`src/rtl/core_3do_pkg.sv`:
```
// Shared constants and types for the core_3do bus responder: address map,
// register window layout, CSTATBITS masks and the responder FSM encoding.
package core_3do_pkg;

    // Region decode: an address belongs to a region when (adr & MASK) == BASE
    localparam logic [31:0] DRAM_BASE = 32'h0000_0000;
    localparam logic [31:0] DRAM_MASK = 32'hFFE0_0000;   // 2 MiB
    localparam logic [31:0] ROM_BASE  = 32'h0300_0000;
    localparam logic [31:0] ROM_MASK  = 32'hFFF0_0000;   // 1 MiB
    localparam logic [31:0] REG_BASE  = 32'h0340_0000;
    localparam logic [31:0] REG_MASK  = 32'hFFFF_FF00;   // 256 B window

    // Byte offsets inside the register window
    localparam logic [7:0] REG_REVISION_OFS = 8'h00;
    localparam logic [7:0] REG_CSTAT_OFS    = 8'h28;

    // Read data for accesses that hit no region
    localparam logic [31:0] UNMAPPED_DATA = 32'hBAD0_BAD0;

    // CSTATBITS reset value, event flags and software write masks
    localparam logic [10:0] CSTAT_RESET         = 11'h001;
    localparam logic [10:0] CSTAT_WDGRST        = 11'h002;
    localparam logic [10:0] CSTAT_DIPIR         = 11'h040;
    localparam logic [10:0] CSTAT_WRITE_MASK    = 11'h063;
    localparam logic [10:0] CSTAT_PRESERVE_MASK = 11'h010;

    typedef enum logic [1:0] {
        ST_IDLE,
        ST_MEM_WAIT,
        ST_ACK
    } state_t;

    typedef enum logic [1:0] {
        REGION_DRAM,
        REGION_ROM,
        REGION_REG,
        REGION_NONE
    } region_t;

    function automatic region_t decode_region(input logic [31:0] adr);
        if ((adr & DRAM_MASK) == DRAM_BASE) return REGION_DRAM;
        if ((adr & ROM_MASK)  == ROM_BASE)  return REGION_ROM;
        if ((adr & REG_MASK)  == REG_BASE)  return REGION_REG;
        return REGION_NONE;
    endfunction

endpackage

```
`src/rtl/wb_resp_regbank.sv`:
```
// Local register window: REVISION (read-only) and CSTATBITS with its
// event-flag priority logic. Provides the read mux for the window.
module wb_resp_regbank
    import core_3do_pkg::*;
#(
    parameter logic [31:0] REVISION = 32'h0100_0000
) (
    input  logic        clk,
    input  logic        reset,
    input  logic        wdgrst,
    input  logic        dipir,
    input  logic        wr_en,
    input  logic [10:0] wr_data,
    input  logic [5:0]  word,
    output logic [31:0] rd_data,
    output logic [10:0] cstatbits
);

    localparam logic [5:0] REVISION_WORD = REG_REVISION_OFS[7:2];
    localparam logic [5:0] CSTAT_WORD    = REG_CSTAT_OFS[7:2];

    logic [10:0] cstat;

    // CSTATBITS: one update per cycle; events win over a coincident write
    always_ff @(posedge clk) begin
        // NOTE: non-blocking so every flop samples pre-edge values regardless of block order.
        if (reset) begin
            cstat <= CSTAT_RESET;
        end else if (wdgrst) begin
            cstat <= cstat | CSTAT_WDGRST;
        end else if (dipir) begin
            cstat <= cstat | CSTAT_DIPIR;
        end else if (wr_en && (word == CSTAT_WORD)) begin
            cstat <= (cstat & (wr_data & CSTAT_WRITE_MASK)) | (wr_data & CSTAT_PRESERVE_MASK);
        end
    end

    // Read mux: unused offsets in the window read as zero
    always_comb begin
        // NOTE: default first so no path leaves rd_data unassigned (no latch).
        rd_data = '0;
        if (word == REVISION_WORD) begin
            rd_data = REVISION;
        end else if (word == CSTAT_WORD) begin
            rd_data = {21'd0, cstat};
        end
    end

    assign cstatbits = cstat;

endmodule

```
`src/rtl/wb_mem_responder.sv`:
```
// Wishbone B4 classic responder for the zap_top CPU bus. Decodes DRAM, ROM
// and the local register window, forwards memory traffic to a
// variable-latency backend and answers every access with one ack.
module wb_mem_responder
    import core_3do_pkg::*;
#(
    parameter logic [31:0] REVISION      = 32'h0100_0000,
    parameter logic [31:0] UNMAPPED_DATA = core_3do_pkg::UNMAPPED_DATA
) (
    input  logic        i_clk,
    input  logic        i_reset,
    input  logic        i_wb_cyc,
    input  logic        i_wb_stb,
    input  logic        i_wb_we,
    input  logic [31:0] i_wb_adr,
    input  logic [31:0] i_wb_dat,
    input  logic [3:0]  i_wb_sel,
    input  logic [2:0]  i_wb_cti,
    input  logic [1:0]  i_wb_bte,
    output logic        o_wb_ack,
    output logic [31:0] o_wb_dat,
    output logic        o_mem_req,
    output logic        o_mem_rom,
    output logic [21:0] o_mem_addr,
    output logic        o_mem_we,
    output logic [3:0]  o_mem_be,
    output logic [31:0] o_mem_wdata,
    input  logic [31:0] i_mem_rdata,
    input  logic        i_mem_ready,
    input  logic        i_wdgrst,
    input  logic        i_dipir,
    output logic [10:0] o_cstatbits,
    output logic        o_bus_err
);

    state_t      state;
    region_t     region;
    logic        access;
    logic        to_backend;
    logic        aborted;
    logic        cstat_wr;
    logic [21:0] mem_addr_next;
    logic [31:0] reg_rd_data;
    logic [31:0] resp_data;
    logic        unused_bits;

    // Burst controls are ignored (every beat is classic); byte offset is ignored
    assign unused_bits = ^{i_wb_cti, i_wb_bte, i_wb_adr[1:0]};

    assign access     = i_wb_cyc & i_wb_stb;
    assign region     = decode_region(i_wb_adr);
    assign to_backend = (region == REGION_DRAM) | ((region == REGION_ROM) & ~i_wb_we);
    assign cstat_wr   = (state == ST_IDLE) & access & i_wb_we & i_wb_sel[0]
                      & (region == REGION_REG);

    wb_resp_regbank #(
        .REVISION (REVISION)
    ) u_regbank (
        .clk       (i_clk),
        .reset     (i_reset),
        .wdgrst    (i_wdgrst),
        .dipir     (i_dipir),
        .wr_en     (cstat_wr),
        .wr_data   (i_wb_dat[10:0]),
        .word      (i_wb_adr[7:2]),
        .rd_data   (reg_rd_data),
        .cstatbits (o_cstatbits)
    );

    // Word address within the selected backend target
    always_comb begin
        mem_addr_next = '0;
        if (region == REGION_ROM) begin
            mem_addr_next = {4'd0, i_wb_adr[19:2]};
        end else begin
            mem_addr_next = {3'd0, i_wb_adr[20:2]};
        end
    end

    // Immediate response for accesses answered without the backend
    always_comb begin
        resp_data = '0;
        if (!i_wb_we) begin
            case (region)
                REGION_REG:  resp_data = reg_rd_data;
                REGION_NONE: resp_data = UNMAPPED_DATA;
                default:     resp_data = '0;
            endcase
        end
    end

    // Responder FSM with registered bus and backend outputs
    always_ff @(posedge i_clk) begin
        if (i_reset) begin
            state       <= ST_IDLE;
            aborted     <= 1'b0;
            o_wb_ack    <= 1'b0;
            o_wb_dat    <= '0;
            o_bus_err   <= 1'b0;
            o_mem_req   <= 1'b0;
            o_mem_rom   <= 1'b0;
            o_mem_addr  <= '0;
            o_mem_we    <= 1'b0;
            o_mem_be    <= '0;
            o_mem_wdata <= '0;
        end else begin
            case (state)
                ST_IDLE: begin
                    o_wb_ack  <= 1'b0;
                    o_wb_dat  <= '0;
                    o_bus_err <= 1'b0;
                    if (access) begin
                        if (to_backend) begin
                            o_mem_req   <= 1'b1;
                            o_mem_rom   <= (region == REGION_ROM);
                            o_mem_addr  <= mem_addr_next;
                            o_mem_we    <= i_wb_we;
                            o_mem_be    <= i_wb_sel;
                            o_mem_wdata <= i_wb_dat;
                            aborted     <= 1'b0;
                            state       <= ST_MEM_WAIT;
                        end else begin
                            o_wb_ack  <= 1'b1;
                            o_wb_dat  <= resp_data;
                            o_bus_err <= (region == REGION_NONE);
                            state     <= ST_ACK;
                        end
                    end
                end

                ST_MEM_WAIT: begin
                    // The request stays up until the backend completes; an
                    // abort only suppresses the ack, even if cyc returns.
                    if (i_mem_ready) begin
                        o_mem_req <= 1'b0;
                        aborted   <= 1'b0;
                        if (i_wb_cyc && !aborted) begin
                            o_wb_ack <= 1'b1;
                            o_wb_dat <= i_mem_rdata;
                            state    <= ST_ACK;
                        end else begin
                            state <= ST_IDLE;
                        end
                    end else if (!i_wb_cyc) begin
                        aborted <= 1'b1;
                    end
                end

                ST_ACK: begin
                    // Bus deliberately not sampled here: a held strobe cannot double-ack
                    o_wb_ack  <= 1'b0;
                    o_wb_dat  <= '0;
                    o_bus_err <= 1'b0;
                    state     <= ST_IDLE;
                end

                default: state <= ST_IDLE;
            endcase
        end
    end

endmodule

```
`config.mk`:
```
export PLATFORM = sky130hd
export DESIGN_NAME = wb_mem_responder
export DESIGN_NICKNAME = d
export VERILOG_FILES = /design/src/rtl/core_3do_pkg.sv /design/src/rtl/wb_resp_regbank.sv /design/src/rtl/wb_mem_responder.sv
export SDC_FILE = /design/constraint.sdc
export NUM_CORES = 1
export LEC_CHECK = 0
export ABC_CLOCK_PERIOD_IN_PS = 2310
export BUFFER_PORTS_ARGS = -buffer_cell sky130_fd_sc_hd__buf_2
export CORE_ASPECT_RATIO = 0.6
export CORE_MARGIN = 2
export CORE_UTILIZATION = 44
export CTS_CLUSTER_SIZE = 20
export DETAILED_ROUTE_END_ITERATION = 7
export HOLD_SLACK_MARGIN = 0.02
export PLACE_DENSITY = 0.8
export SYNTH_ARGS = -nofsm -noshare
export SYNTH_HDL_FRONTEND = slang
export SYNTH_HIERARCHICAL = 1
export SYNTH_SLANG_ARGS = --single-unit
```
`constraint.sdc`:
```
create_clock -name i_clk -period 2.31 [get_ports i_clk]
set_input_delay 0.231 -clock i_clk [delete_from_list [all_inputs] [get_ports i_clk]]
set_output_delay 0.231 -clock i_clk [all_outputs]
set_load 0.03 [all_outputs]
```
==> impl_summary.txt <==
----------------------------------------------------
[Synth]
  Cell types occupying the most area after synthesis ... sky130_fd_sc_hd__dfxtp_1 39%, sky130_fd_sc_hd__a21oi_1 9.2%, sky130_fd_sc_hd__o21ai_0 9.0%
  Asr flop ratio synth ... 0%
  Cell taking the most area after synthesis ... sky130_fd_sc_hd__dfxtp_1
  Most common library cells after synthesis ... 100 x sky130_fd_sc_hd__dfxtp_1, 95 x sky130_fd_sc_hd__a21oi_1, 93 x sky130_fd_sc_hd__o21ai_0, 59 x sky130_fd_sc_hd__nand3_1, 44 x sky130_fd_sc_hd__clkbuf_1
  Portion of the post-synthesis area used by sequential elements ... 38.8%
  Total standard cell area after synthesis ... between 0.005 and 0.006 mm^2
  Number of enable flip-flop cells after synthesis ... 0
  Number of flip-flops and latches in the synthesized netlist ... 100
  Post-synthesis instance total ... 620
  Share of the synthesized area in the top cell type ... 38.8%
  Yosys warning count ... 6
  Average cell area after synthesis ... 8.31 um^2
  Synth unique cells ... 49
  Commonest register cell after synthesis ... sky130_fd_sc_hd__dfxtp_1
  Most used standard cell by instance count after synthesis ... sky130_fd_sc_hd__dfxtp_1

[Clocking]
  Buffers from clock root to sink, at most ... 2
  TritonCTS clock tree ... done
  Post-CTS setup buffer count ... 0
  Root Buffer ... sky130_fd_sc_hd__clkbuf_16
  # H-tree levels ... 3
  Register clock-pin slew on the reported worst setup and hold paths ... ~0.070 ns
  Cts bufs inserted ... 9
  Number of clock sinks ... 100
  Clock latency on the worst-skew pair ... between 0.3 and 0.4 ns

[Timing]
  Setup Skew ... 0.00461 ns
  Share of the cycle needed by the critical path after routing ... between 90% and 100%
  Worst hold margin ... 0.134 ns
  Count of final max-slew check failures ... 0
  Highest clock frequency the design can meet ... approximately 0.46 GHz
  Slew of the pin with the lowest slew margin ... 0.728 ns
  Minimum period implied by the final worst setup slack ... 2.17 ns
  Crit path setup slack, layout ... 0.143 ns
  Relative slew slack ... 51.5%
  Final Hold Viols ... 0
  RSZ-0062 raised after global routing ... false
  Final setup violation count ... 0

[Min path]
  Worst Hold Class ... in -> reg
  Cell depth of the worst min-delay path ... 2

[Floorplanning]
  Die X ... 144 um
  Initial core utilization ... 45.3%
  Chip Height ... 87.8 um
  Die ar. ... 0.0126 mm^2
  Row count ... 30
  Standard cell core area ... 0.0114 mm^2
  Boundary pin count ... ~220

[Placed design]
  Total instance count after detailed placement ... roughly 940
  Count of buffers from port buffering ... around 200
  Placement Cell Area ... approximately 0.0062 mm^2
  Setup WS pre-CTS ... -0.122 ns
  Final RePlAce weighted congestion ... between 0.7 and 0.8
  Total half-perimeter wirelength after legalization and detailed placement ... 11.0 mm

[GRT]
  Maximum number of pins on one net before global-route repair ... 70
  Busiest grt layer ... met2
  Met2 Usage GRT ... a little over a third
  Global-route wire length before repair ... 24.4 mm
  Met3 Resource Use GR ... 6.23%
  Vias in the first global route ... around 4,700
  Number of antenna violations at the first check in global routing ... 0
  Met1 usage ... about a third
  GRT Util Overall ... approximately 24%
  Remaining global-route overflow ... 0

[Critical path]
  Type of the worst setup path ... reg -> reg
  Arrival time reported for the critical path endpoint ... ~2.4 ns
  Biggest fanout along the worst timing path ... 50
  Worst Reg-to-Reg Cells ... 8
  CP max stage delay ... 0.41 ns
  Most used cell, CP ... sky130_fd_sc_hd__buf_4
  Startpoint class of the critical path ... flip-flop
  Library cell contributing the largest single delay on the critical path ... sky130_fd_sc_hd__or3_1
  Data required time at the worst endpoint ... 2.52 ns
  Crit path capture type ... flip-flop
  Ordered cell list for the critical path ... inv_1, ha_1, buf_4, or3_1, o21a_1, buf_4, o21ai_0, a211oi_2

[Detailed routing]
  Number of iterations in the first detailed-routing pass ... 4
  Routed via count ... ~5,400
  Routed len/inst ... between 15 and 20 um
  Count of antenna-violating nets left after detailed routing ... 0
  Routed via count divided by cell count ... 5.68
  Post-route DRC violation count ... 0
  DRC marker count from the first detailed-route iteration ... roughly 400
  Total detailed-routing wirelength ... 16.0 mm

[Layout]
  Area Growth Syn to Fin ... 26.4%
  Post-route non-filler standard cell count ... about 960
  Final #Nets ... 909
  Layout fillers ... 1,064
  Fraction of layout instances using a drive strength above 1 ... 34.3%
  Final non-filler cell area ... 0.00651 mm^2
  Count of inserted antenna diode cells ... 0

[Power and ir drop]
  Standby leakage power ... 0.00263 uW
  IR Drop Worst-Case VDD ... between 300 and 400 uV
  Areal power density over the cells ... between 600 and 700 mW/mm^2

[Run]
  Max-Cap Viols ... 0

[Run status]
  Result of the run ... finished, final reports clean

----------------------------------------------------
cells by family after synthesis:
group	Yosys count	synth area share (%)
compound gates	281	32.8
mux	1	0.194
fa+ha+maj	3	0.728
other cells	2	0.146
flops	100	38.8
buf+inv	103	11.0
simple gates	130	16.3
through the flow:
| step | utilization [%] | setup TNS [ns] | total power, uW |
|---|---|---|---|
| 2_1_floorplan | - | 0 | 2280 |
| 3_3_place_gp | 54.6 | -0.0425 | 2480 |
| 3_5_place_dp | 54.6 | -0.291 | 2490 |
| 4_1_cts | 57.1 | 0 | 3970 |
| 5_1_grt | 57.3 | 0 | 4090 |
| 6_report | 57.3 | 0 | 3940 |
area by class of cell:
cell class	instances	area, um^2	share of cell area [%]
Sequential cell	100	2000	30.7
Multi-Input combinational cell	450	2760	42.4
Tap cell	160	200	3.07
Clock inverter	6	52.6	0.807
Timing Repair Buffer	228	1240	19.1
Clock buffer	10	239	3.67
Inverter	4	15.0	0.231
state kept, by name, indices dropped and copies added (netlist names), 2 cells and up:
signal               count
o_mem_addr              19
o_mem_be                 4
o_mem_wdata             32
o_wb_dat                32
state                    2
u_regbank/cstatbits      5
repair_timing:
action,in CTS,in global routing
resized for setup,0,3
setup endpoints to repair,0,2
hold buffers,0,0
final timing paths:
check,end,slack (ns),start
max,o_wb_dat[5],0.14,state[0]
min,o_mem_req,0.13,i_mem_ready
max reg2reg,o_wb_dat[5],0.14,state[0]
min reg2reg,u_regbank/cstatbits[6],0.47,u_regbank/cstatbits[6]
critical path: cells and delay by family, from the launching register on:
family	cells	cell delay (ns)
buffers and inverters	3	0.50
flip-flops	1	0.34
AO/OA/AOI/OAI	3	0.53
AND/OR/NAND/NOR	1	0.41
adder cells (fa/ha/maj)	1	0.23
metal layers:
metal / up-vias / wire length (um) / part of all wire [%]
li1: 2620 / - / -
met1: 2613 / 7640 / 48
met2: 194 / 7050 / 44
met3: 16 / 1180 / 7.3
met4: 0 / 178 / 1.1
met5: - / 0 / 0
report_power, final:
| group | internal, uW | leakage, uW | switching [uW] | total, uW |
|---|---|---|---|---|
| Sequential | 1770 | 0.000810 | 30.2 | 1800 |
| Clock | 781 | 0.000144 | 703 | 1480 |
| Combinational | 219 | 0.00168 | 437 | 655 |
| Total | 2770 | 0.00263 | 1170 | 3940 |
placed cells by master (no fill, tap or decap), types with 5 or more instances in the layout:
cell type and count:
sky130_fd_sc_hd__a211oi_1 23, sky130_fd_sc_hd__a211oi_2 10, sky130_fd_sc_hd__a21oi_1 95, sky130_fd_sc_hd__and2_1 5, sky130_fd_sc_hd__buf_2 202, sky130_fd_sc_hd__buf_4 23, sky130_fd_sc_hd__clkbuf_16 9, sky130_fd_sc_hd__conb_1 35
sky130_fd_sc_hd__dfxtp_1 100, sky130_fd_sc_hd__nand2b_1 5, sky130_fd_sc_hd__nand3_1 58, sky130_fd_sc_hd__nand4b_1 16, sky130_fd_sc_hd__nor2_1 10, sky130_fd_sc_hd__o2111ai_1 17, sky130_fd_sc_hd__o21ai_0 93, sky130_fd_sc_hd__o22ai_1 32
Power figures use the tool's default switching activity.
